## src/rtl/pipe_ctrl_pkg.sv

```systemverilog
// Shared constants and types for the pipeline control / hazard unit:
// opcode and funct encodings, ALU control codes, forward-select codes and
// the decoded control bundle carried through the pipeline registers.
package pipe_ctrl_pkg;

  // Opcodes (instr[31:26])
  localparam logic [5:0] OP_RTYPE = 6'h00;
  localparam logic [5:0] OP_BEQ   = 6'h04;
  localparam logic [5:0] OP_ADDI  = 6'h08;
  localparam logic [5:0] OP_LW    = 6'h23;
  localparam logic [5:0] OP_SW    = 6'h2B;

  // R-type funct codes (instr[5:0])
  localparam logic [5:0] FN_ADD = 6'h20;
  localparam logic [5:0] FN_SUB = 6'h22;
  localparam logic [5:0] FN_AND = 6'h24;
  localparam logic [5:0] FN_OR  = 6'h25;
  localparam logic [5:0] FN_SLT = 6'h2A;

  // ALU control encodings
  localparam logic [2:0] ALU_AND = 3'b000;
  localparam logic [2:0] ALU_OR  = 3'b001;
  localparam logic [2:0] ALU_ADD = 3'b010;
  localparam logic [2:0] ALU_SUB = 3'b110;
  localparam logic [2:0] ALU_SLT = 3'b111;

  // EX-stage operand forward selects
  localparam logic [1:0] FWD_REG = 2'b00;
  localparam logic [1:0] FWD_WB  = 2'b01;
  localparam logic [1:0] FWD_MEM = 2'b10;

  // Decoded control bundle; all-zero is a nop / bubble
  typedef struct packed {
    logic       reg_dst;
    logic       alu_src_b;
    logic [2:0] alu_control;
    logic       branch;
    logic       mem_write;
    logic       mem2reg;
    logic       reg_write;
  } ctrl_t;

endpackage

```

## src/rtl/pipe_ctrl_hazard_unit_if.sv

```systemverilog
// Bundle between the control/hazard unit and the datapath.
// There is no valid/ready handshake on this bus: every signal is a
// level that is meaningful every cycle. The datapath (master) presents
// the ID-stage instruction and the EX-stage zero flag; the unit (slave)
// returns stage-aligned controls, forward selects, stall and flush.
interface pipe_ctrl_hazard_unit_if #(
  parameter int ALU_CTRL_W = 3
);
  logic [31:0]           instrD;
  logic                  zeroE;
  logic                  regDst;
  logic                  aluSrcB;
  logic [ALU_CTRL_W-1:0] aluControl;
  logic                  memWrite;
  logic                  mem2Reg;
  logic                  regWrite;
  logic                  pcSrc;
  logic [1:0]            fad;
  logic [1:0]            fbd;
  logic                  stall;
  logic                  flush;

  modport slave (
    input  instrD, zeroE,
    output regDst, aluSrcB, aluControl, memWrite, mem2Reg, regWrite,
           pcSrc, fad, fbd, stall, flush
  );

  modport master (
    output instrD, zeroE,
    input  regDst, aluSrcB, aluControl, memWrite, mem2Reg, regWrite,
           pcSrc, fad, fbd, stall, flush
  );
endinterface

```

## src/rtl/ctrl_decoder.sv

```systemverilog
// Purely combinational main decoder: opcode + funct -> control bundle.
// Unknown opcodes and unknown R-type functs decode to an all-zero nop.
module ctrl_decoder
  import pipe_ctrl_pkg::*;
(
  input  logic [5:0] op,
  input  logic [5:0] funct,
  output ctrl_t      ctrl
);

  // Decode opcode, then funct for R-type; anything unrecognised is a nop
  always_comb begin
    ctrl = '0;
    case (op)
      OP_RTYPE: begin
        ctrl.reg_dst   = 1'b1;
        ctrl.reg_write = 1'b1;
        case (funct)
          FN_ADD:  ctrl.alu_control = ALU_ADD;
          FN_SUB:  ctrl.alu_control = ALU_SUB;
          FN_AND:  ctrl.alu_control = ALU_AND;
          FN_OR:   ctrl.alu_control = ALU_OR;
          FN_SLT:  ctrl.alu_control = ALU_SLT;
          default: ctrl = '0;
        endcase
      end
      OP_LW: begin
        ctrl.alu_src_b   = 1'b1;
        ctrl.mem2reg     = 1'b1;
        ctrl.reg_write   = 1'b1;
        ctrl.alu_control = ALU_ADD;
      end
      OP_SW: begin
        ctrl.alu_src_b   = 1'b1;
        ctrl.mem_write   = 1'b1;
        ctrl.alu_control = ALU_ADD;
      end
      OP_BEQ: begin
        ctrl.branch      = 1'b1;
        ctrl.alu_control = ALU_SUB;
      end
      OP_ADDI: begin
        ctrl.alu_src_b   = 1'b1;
        ctrl.reg_write   = 1'b1;
        ctrl.alu_control = ALU_ADD;
      end
      default: ctrl = '0;
    endcase
  end

endmodule

```

## src/rtl/pipe_ctrl_hazard_unit.sv

```systemverilog
// Pipeline control and hazard unit. Decodes the ID instruction, carries
// control through ID/EX, EX/MEM and MEM/WB, and produces forward selects,
// stall and flush, each aligned to the stage that consumes it.
// Build option: HAZ_FORWARD_EN -- when defined, EX operands are forwarded
// from MEM/WB and only load-use stalls; when undefined, forwarding is off
// and ID stalls on any pending EX/MEM register write it depends on.
module pipe_ctrl_hazard_unit
  import pipe_ctrl_pkg::*;
#(
  parameter int REG_ADDR_W = 5,
  parameter int ALU_CTRL_W = 3
) (
  input  logic                   clk,
  input  logic                   rst,
  pipe_ctrl_hazard_unit_if.slave bus
);

  typedef struct packed {
    ctrl_t                 ctrl;
    logic [REG_ADDR_W-1:0] rs;
    logic [REG_ADDR_W-1:0] rt;
    logic [REG_ADDR_W-1:0] write_reg;
  } idex_t;

  typedef struct packed {
    logic                  mem_write;
    logic                  mem2reg;
    logic                  reg_write;
    logic [REG_ADDR_W-1:0] write_reg;
  } exmem_t;

  typedef struct packed {
    logic                  mem2reg;
    logic                  reg_write;
    logic [REG_ADDR_W-1:0] write_reg;
  } memwb_t;

  idex_t  idex_d,  idex_q;
  exmem_t exmem_d, exmem_q;
  memwb_t memwb_d, memwb_q;

  ctrl_t                 ctrl_id;
  logic [REG_ADDR_W-1:0] rs_d;
  logic [REG_ADDR_W-1:0] rt_d;
  logic [REG_ADDR_W-1:0] rd_d;
  logic                  stall_raw;
  logic                  stall_c;
  logic                  flush_c;
  logic [1:0]            fad_c;
  logic [1:0]            fbd_c;
  logic                  unused_ok;

  assign rs_d = REG_ADDR_W'(bus.instrD[25:21]);
  assign rt_d = REG_ADDR_W'(bus.instrD[20:16]);
  assign rd_d = REG_ADDR_W'(bus.instrD[15:11]);

  ctrl_decoder u_ctrl_decoder (
    .op    (bus.instrD[31:26]),
    .funct (bus.instrD[5:0]),
    .ctrl  (ctrl_id)
  );

  // Forward select for one EX source register: MEM result beats WB result, $0 never forwards
  function automatic logic [1:0] fwd_sel(input logic [REG_ADDR_W-1:0] src,
                                         input exmem_t m, input memwb_t w);
    if (m.reg_write && m.write_reg != '0 && m.write_reg == src)
      return FWD_MEM;
    else if (w.reg_write && w.write_reg != '0 && w.write_reg == src)
      return FWD_WB;
    else
      return FWD_REG;
  endfunction

  // Branch resolution, hazard detection and forwarding (all combinational)
  always_comb begin
    flush_c = idex_q.ctrl.branch & bus.zeroE;
`ifdef HAZ_FORWARD_EN
    stall_raw = idex_q.ctrl.mem2reg & idex_q.ctrl.reg_write &
                (idex_q.rt != '0) & ((idex_q.rt == rs_d) | (idex_q.rt == rt_d));
    fad_c     = fwd_sel(idex_q.rs, exmem_q, memwb_q);
    fbd_c     = fwd_sel(idex_q.rt, exmem_q, memwb_q);
`else
    // WB writes land in the first half-cycle, so only EX and MEM writers block ID
    stall_raw = ((rs_d != '0) &
                 ((idex_q.ctrl.reg_write & (idex_q.write_reg == rs_d)) |
                  (exmem_q.reg_write     & (exmem_q.write_reg == rs_d)))) |
                ((rt_d != '0) &
                 ((idex_q.ctrl.reg_write & (idex_q.write_reg == rt_d)) |
                  (exmem_q.reg_write     & (exmem_q.write_reg == rt_d))));
    fad_c     = FWD_REG;
    fbd_c     = FWD_REG;
`endif
    // A taken branch discards the ID instruction, so its stall is moot
    stall_c = stall_raw & ~flush_c;
  end

  // Next-state for the three control registers; ID/EX takes a bubble on stall or flush
  always_comb begin
    idex_d = '0;
    if (!(stall_c || flush_c)) begin
      idex_d.ctrl      = ctrl_id;
      idex_d.rs        = rs_d;
      idex_d.rt        = rt_d;
      idex_d.write_reg = ctrl_id.reg_dst ? rd_d : rt_d;
    end
    exmem_d.mem_write = idex_q.ctrl.mem_write;
    exmem_d.mem2reg   = idex_q.ctrl.mem2reg;
    exmem_d.reg_write = idex_q.ctrl.reg_write;
    exmem_d.write_reg = idex_q.write_reg;
    memwb_d.mem2reg   = exmem_q.mem2reg;
    memwb_d.reg_write = exmem_q.reg_write;
    memwb_d.write_reg = exmem_q.write_reg;
  end

  // Pipeline control registers; reset drops every in-flight control immediately
  always_ff @(posedge clk or posedge rst) begin
    if (rst) begin
      idex_q  <= '0;
      exmem_q <= '0;
      memwb_q <= '0;
    end else begin
      idex_q  <= idex_d;
      exmem_q <= exmem_d;
      memwb_q <= memwb_d;
    end
  end

  assign bus.regDst     = idex_q.ctrl.reg_dst;
  assign bus.aluSrcB    = idex_q.ctrl.alu_src_b;
  assign bus.aluControl = ALU_CTRL_W'(idex_q.ctrl.alu_control);
  assign bus.memWrite   = exmem_q.mem_write;
  assign bus.mem2Reg    = memwb_q.mem2reg;
  assign bus.regWrite   = memwb_q.reg_write;
  assign bus.pcSrc      = flush_c;
  assign bus.flush      = flush_c;
  assign bus.stall      = stall_c;
  assign bus.fad        = fad_c;
  assign bus.fbd        = fbd_c;

  // Shamt is never needed; register fields are only read when forwarding is built in
  assign unused_ok = ^{bus.instrD[10:6], idex_q.rs, idex_q.rt, memwb_q.write_reg};

endmodule

```

## src/flat_wrapper.sv

```systemverilog
// flat-port wrapper written by rule: the top's interface ports become plain ports
module pipe_ctrl_hazard_unit_flat import pipe_ctrl_pkg::*;
#(
  parameter int REG_ADDR_W = 5,
  parameter int ALU_CTRL_W = 3
)
  (clk, rst, bus_instrD, bus_zeroE, bus_regDst, bus_aluSrcB, bus_aluControl, bus_memWrite, bus_mem2Reg, bus_regWrite, bus_pcSrc, bus_fad, bus_fbd, bus_stall, bus_flush);
  pipe_ctrl_hazard_unit_if #(.ALU_CTRL_W(ALU_CTRL_W)) bus_i ();
  input  logic clk;
  input  logic rst;
  input wire logic [$bits(bus_i.instrD)-1:0] bus_instrD;
  input wire logic [$bits(bus_i.zeroE)-1:0] bus_zeroE;
  output wire logic [$bits(bus_i.regDst)-1:0] bus_regDst;
  output wire logic [$bits(bus_i.aluSrcB)-1:0] bus_aluSrcB;
  output wire logic [$bits(bus_i.aluControl)-1:0] bus_aluControl;
  output wire logic [$bits(bus_i.memWrite)-1:0] bus_memWrite;
  output wire logic [$bits(bus_i.mem2Reg)-1:0] bus_mem2Reg;
  output wire logic [$bits(bus_i.regWrite)-1:0] bus_regWrite;
  output wire logic [$bits(bus_i.pcSrc)-1:0] bus_pcSrc;
  output wire logic [$bits(bus_i.fad)-1:0] bus_fad;
  output wire logic [$bits(bus_i.fbd)-1:0] bus_fbd;
  output wire logic [$bits(bus_i.stall)-1:0] bus_stall;
  output wire logic [$bits(bus_i.flush)-1:0] bus_flush;
  assign bus_i.instrD = bus_instrD;
  assign bus_i.zeroE = bus_zeroE;
  assign bus_regDst = bus_i.regDst;
  assign bus_aluSrcB = bus_i.aluSrcB;
  assign bus_aluControl = bus_i.aluControl;
  assign bus_memWrite = bus_i.memWrite;
  assign bus_mem2Reg = bus_i.mem2Reg;
  assign bus_regWrite = bus_i.regWrite;
  assign bus_pcSrc = bus_i.pcSrc;
  assign bus_fad = bus_i.fad;
  assign bus_fbd = bus_i.fbd;
  assign bus_stall = bus_i.stall;
  assign bus_flush = bus_i.flush;
  pipe_ctrl_hazard_unit #(.REG_ADDR_W(REG_ADDR_W), .ALU_CTRL_W(ALU_CTRL_W)) u_core (.clk(clk), .rst(rst), .bus(bus_i));
endmodule
```

## config.mk

```make
export PLATFORM = sky130hd
export DESIGN_NAME = pipe_ctrl_hazard_unit_flat
export DESIGN_NICKNAME = d
export VERILOG_FILES = /design/src/rtl/pipe_ctrl_pkg.sv /design/src/rtl/pipe_ctrl_hazard_unit_if.sv /design/src/rtl/ctrl_decoder.sv /design/src/rtl/pipe_ctrl_hazard_unit.sv /design/src/flat_wrapper.sv
export SDC_FILE = /design/constraint.sdc
export NUM_CORES = 1
export LEC_CHECK = 0
export CORE_UTILIZATION = 49
export CTS_BUF_LIST = sky130_fd_sc_hd__clkbuf_4
export DETAILED_ROUTE_END_ITERATION = 6
export PLACE_DENSITY = 0.87
export SETUP_SLACK_MARGIN = 0.02
export SLEW_MARGIN = 20
export SYNTH_ARGS = -nofsm -noshare
export SYNTH_HDL_FRONTEND = slang
export SYNTH_SLANG_ARGS = --single-unit
```

## constraint.sdc

```tcl
create_clock -name clk -period 2.5 [get_ports clk]
set_clock_uncertainty 0.1 [all_clocks]
set_input_delay 0.5 -clock clk [delete_from_list [all_inputs] [get_ports clk]]
set_output_delay 0.5 -clock clk [all_outputs]
set_load 0.01 [all_outputs]
```

# == Yosys cells after proc, flatten, opt, wreduce, memory -nomap -nowiden ==
# Cells that the tools add are included.
# totals
ff_bits,24
word_cells,58
output_inout_bits,15
inputBits,35
# classes
n_reduce_logical,7
mux,12
bitwise_logic,12
eq_ne,13
# ops
cell,count
equality test 6 bit (second input constant),7
two-way mux 24 bit,1
equality test 5 bit,4
case mux 3 bit (4 select lines),1
case mux 1 bit (2 select lines),5
nonzero test 5 bit,2
case mux 3 bit (3 select lines),1
AND 1 bit,8
equality test 6 x 3 -> 1 bit (second input constant),1
equality test 6 x 4 -> 1 bit (second input constant),1
zero test 6 bit,1
two-way mux 5 bit,1
OR reduction 5 bit,1
bitwise OR 1 bit,3
OR reduction 3 bit,1
two-way mux 1 bit,2
two-way mux 2 bit,1
OR reduction 2 bit,1
logical OR 1 bit,1
NOT 1 bit,1

# == Longest topological paths before layout ==
# Gate-level depths: netlist of the first run.
# depth
ltp_word,8
mapped_depth,6
depth_no_buf,5

# == Cells and area by module ==
# A second synthesis of the first run with hierarchy kept.
# unflattened
cells_unflattened,133
area_unflattened_um2,1352.5
# modules_own_cells
module,instances,seq_area_each_um2,cells_each,area_each_um2
pipe_ctrl_hazard_unit,1,600.6,106,1138.6
ctrl_decoder,1,0.0,27,214.0

# == Worst setup path before layout of the first run ==
# Ideal clock, no wire load.
# synth_timing
path_kind,input-to-output
start,input port bus_zeroE
end,output port bus_pcSrc
path_buffers,3
required_ns,1.900
path_slack_ns,0.367
stages,4
t_arrival_ns,1.533
cell_sequence,and2_1 clkbuf_1 clkbuf_1 buf_4
# synth_via
elab_chain_cells,1
# synth_lines
item,line_no,source
from (decl),flat_wrapper.sv:12,input wire logic [$bits(bus_i.zeroE)-1:0] bus_zeroE;
AND 1 bit,pipe_ctrl_hazard_unit.sv:76,flush_c = idex_q.ctrl.branch & bus.zeroE;
to (decl),flat_wrapper.sv:19,output wire logic [$bits(bus_i.pcSrc)-1:0] bus_pcSrc;
# No other way between the ends.

# == Worst setup path after layout of the first run ==
# layout_timing
start,input port bus_instrD[17]
end,output port bus_stall
# layout_via
elab_chain_cells,6
word_cells_on_any_way,9
classes_between,2 x eq/ne; 6 x bitwise; 1 x reduce/logical
# layout_lines
item,line_no,source
from (decl),flat_wrapper.sv:11,input wire logic [$bits(bus_i.instrD)-1:0] bus_instrD;
equality test 5 bit (on tied branches),"pipe_ctrl_hazard_unit.sv:88, pipe_ctrl_hazard_unit.sv:89",
AND 1 bit (on tied branches),"pipe_ctrl_hazard_unit.sv:88, pipe_ctrl_hazard_unit.sv:89",
bitwise OR 1 bit,pipe_ctrl_hazard_unit.sv:88,((idex_q.ctrl.reg_write & (idex_q.write_reg == rt_d)) |
AND 1 bit *,pipe_ctrl_hazard_unit.sv:87,((rt_d != '0) &
bitwise OR 1 bit *,pipe_ctrl_hazard_unit.sv:86,(exmem_q.reg_write & (exmem_q.write_reg == rs_d)))) |
AND 1 bit *,pipe_ctrl_hazard_unit.sv:94,stall_c = stall_raw & ~flush_c;
to (decl),flat_wrapper.sv:22,output wire logic [$bits(bus_i.stall)-1:0] bus_stall;
# Every way passes the cells marked *; elsewhere a longest branch is shown, timed or not.

==> run_results.csv, run 1 <==
group,metric,value,unit
timing,fin_ws,0.0283,ns
critical_path,startpoint_type,"input pin",
layout,syn_to_final_growth,36.9,%
hold_path,hold_path.class,"reg -> reg",
yosys,syn_area_per_cell,11.2,um^2
global_route,grt_max_degree,25,
critical_path,critPathSlowestCell,"clkdlybuf4s15_1",
hold_path,holdPathEnd,"u_core.bus.memWrite",
drt,drt-total-wl,3000,um
drt,wl_per_cell,15.3,um
floorplan,core,2540,um^2
drt,ant_nets,0,
drt,drtIter0Drc,7,
cts,clk_latency,0.31,ns
drt,viasPerCell,5.43,
global_route,grt_pass1_wl,4730,um
timing,rsz0062_at_grt,"yes",
floorplan,io_pins,50,
layout,antenna_cells,0,
critical_path,rr_startpoint,"u_core.exmem_d[0]",
place,port_buffers,40,
run_status,status,"finished clean",
floorplan,die_w,54.4,um
yosys,ys_warn_count,0,
critical_path,cp.required,1.90,ns
drt,num_vias,1064,
cts,clock-sinks,24,
cts,cts_hold_buf,0,
global_route,grt_antenna_before_repair,0,
drt,route.detailed.drc,0,
yosys,ys_seq_area_frac,0.447,
cts,htree_levels,1,
yosys,syn-cell-area,1350,um^2
critical_path,r2r_slack,0.63,ns
global_route,grt_use_total,0.235,
floorplan,die_h,54.4,um
critical_path,cpLargestDelayFamily,"simple AND/OR/NAND/NOR gates",
power,power_density,392,nW/um^2
layout,drive_gt1_frac,0.253,
place,dpl_cell_area,1790,um^2
power,power.total,0.723,mW
critical_path,worstRegToRegCells,6,
timing,timing.fmax,0.405,GHz
critical_path,critical_path.endpoint_type,"output pin",
power,p_leak,0.817,nW
critical_path,critPathMaxFanout,4,
global_route,grtUsageMet2,0.463,
yosys,yosysUniqueCellTypes,32,
global_route,overflow,0,
cts,numCtsBuffers,3,
hold_path,whs_path_depth,0,
timing,slew_violations,0,
critical_path,crit_buf_inv,2,
global_route,grt_pass1_vias,1086,
critical_path,max_stage_delay,0.25,ns
timing,hold_viol,0,
timing,setup_viol,0,
flow_run,maxCapViolations,0,
timing,period_share,0.989,
layout,post-route-util,0.724,
global_route,use_met3,0.0306,
drt,drt_pass1_iterations,4,
layout,nNetsFinal,203,
cts,clk_pin_slew,0.12,ns
hold_path,hp-start,"u_core.exmem_d[7]",
yosys,ys_ff_latch,24,
yosys,synthCells,120,
place,dpl.hpwl,2350,um
floorplan,initial_core_util,0.529,
power,vdd_drop_max,0.322,mV
cts,clockBufferDepth,2,
critical_path,path_class,"in -> out",
place,pre_cts_ws,-0.704,ns
place,gp_congestion,0.823,
global_route,gr-max-usage-layer,"met2",
critical_path,path_cells,"clkdlybuf4s15_1 > xor2_1 > nor4_1 > a32oi_1 > o211ai_4 > nor2b_4 > buf_6",
critical_path,worstPathArrival,1.87,ns
cts,cts_tree,"yes",
floorplan,dieArea,2960,um^2
global_route,met1_usage,0.241,
cts,root_buffer,"clkbuf_4",
timing,period_needed,2.47,ns
floorplan,rows,18,
layout,final_area,1840,um^2
critical_path,worst_r2r_endpoint,"u_core.exmem_d[7]",
-- layout by cell type (no fill, tap or decap), types with 2 or more instances in the layout --
master,count
nand2_1,6
mux2i_1,5
buf_4,12
xnor2_1,4
clkbuf_4,3
nor3_2,11
nor3_1,3
nor2b_1,2
o2111ai_2,2
dlygate4sd2_1,4
nor4_1,6
nand3_1,2
a31oi_1,2
nor2_1,4
xor2_1,14
nor4_4,2
clkdlybuf4s50_1,30
dfrtp_1,24
o21ai_0,3
and2_1,3
clkdlybuf4s15_1,2
conb_1,4
a211oi_2,2
-- worst max-delay path by stage --
stage | from | to | slack (ns) | cells past startpoint
after detailed placement | bus_instrD[17] | bus_stall | -0.70 | 7
final | bus_instrD[17] | bus_stall | 0.03 | 7
after CTS | bus_instrD[20] | bus_stall | 0.003 | 7
after global routing | u_core.exmem_q[2] | bus_stall | -0.05 | 6
after global placement | bus_instrD[17] | bus_stall | -0.61 | 7
after floorplan | bus_zeroE | bus_pcSrc | 0.37 | 4
-- timing repair --
action	4_1_cts	5_1_grt
endpoints found under the hold margin	0	0
gates resized for setup	27	3
pin swaps	8	2
setup endpoints to repair	1	1
gates cloned	0	0
buffers inserted	1	0
-- routing by layer --
layer	up-vias	routed length (um)
li1	506	-
met1	516	1160
met2	36	1660
met3	6	136
met4	0	48
met5	-	0
-- metrics by stage --
stage                     instances  TNS (ns)  hold WS [ns]
after floorplan                 123         0         0.231
after global placement          192    -0.697         0.233
after detailed placement        192     -1.02         0.242
after CTS                       196         0         0.271
after global routing            196   -0.0490         0.285
final                           196         0         0.265
-- cells in the mapped netlist --
master     number  area [um^2]
nor2b_1         3         18.8
nor4_4          1         21.3
nor3_1          7         35.0
and3_1          1         6.26
o21ai_0         3         15.0
xnor2_1         4         35.0
xor2_1         14          123
or2_1           1         6.26
a32oi_1         1         8.76
or4_4           1         11.3
nand2b_1        1         6.26
a211o_1         1         8.76
nor4_2          1         12.5
buf_6           2         22.5
nor2_1          4         15.0
a31oi_1         2         12.5
o211ai_4        1         21.3
clkbuf_1        2         7.51
nand2_1         6         22.5
nor2_4          1         11.3
or3b_2          1         8.76
nor3_2          7         70.1
a211oi_2        2         25.0
conb_1          1         3.75
inv_1           1         3.75
mux2i_1         5         50.1
dfrtp_1        24          601
o2111ai_2       2         30.0
nand3_1         2         10.0
buf_4           8         60.1
nor4_1          6         37.5
and2_1          4         25.0
-- cell families after synthesis --
group | synth area share
compound gates | 0.0902
simple gates | 0.236
xor+xnor | 0.117
other cells | 0.00279
flops | 0.447
buf+inv | 0.0698
mux | 0.0372
-- worst register-to-register path, cell delays in order (launching register included) --
cell and delay (ns):
dfrtp_1 0.45, xor2_1 0.21, nor4_1 0.07, a32oi_1 0.29, o211ai_4 0.12, buf_4 0.22, nor4_1 0.30
-- final cells by class --
| cell class | count | area [um^2] |
|---|---|---|
| clock buffer | 3 | 22.5 |
| fill | 205 | 703 |
| inverter | 1 | 3.75 |
| multi-input combinational | 86 | 699 |
| sequential | 24 | 601 |
| tap | 30 | 37.5 |
| timing repair buffer | 52 | 478 |
-- sequential cells by signal (all words and copies together) (netlist names) --
signal and cells:
u_core.bus.aluControl 3, u_core.bus.aluSrcB 1, u_core.bus.mem2Reg 1, u_core.bus.memWrite 1
u_core.bus.regWrite 1, u_core.exmem_q 7, u_core.bus.regDst 1, u_core.idex_q 1
u_core.exmem_d 8
-- power by group --
part / total, mW / switching [mW] / internal (mW) / leakage [nW]
clock network: 0.165 / 0.108 / 0.0562 / 0.0138
registers: 0.411 / 0.0108 / 0.400 / 0.311
logic: 0.147 / 0.0688 / 0.0783 / 0.492
Note: power is estimated with default switching activity, not from simulation.
==> run 2: changes to the inputs <==
--- a/config.mk
+++ b/config.mk
@@ -14,3 +14,4 @@
 export SYNTH_ARGS = -nofsm -noshare
 export SYNTH_HDL_FRONTEND = slang
 export SYNTH_SLANG_ARGS = --single-unit
+export TNS_END_PERCENT = 50
==> results of run 2 <==
No change in the layout: final DEF, timing and power equal those of run 1.
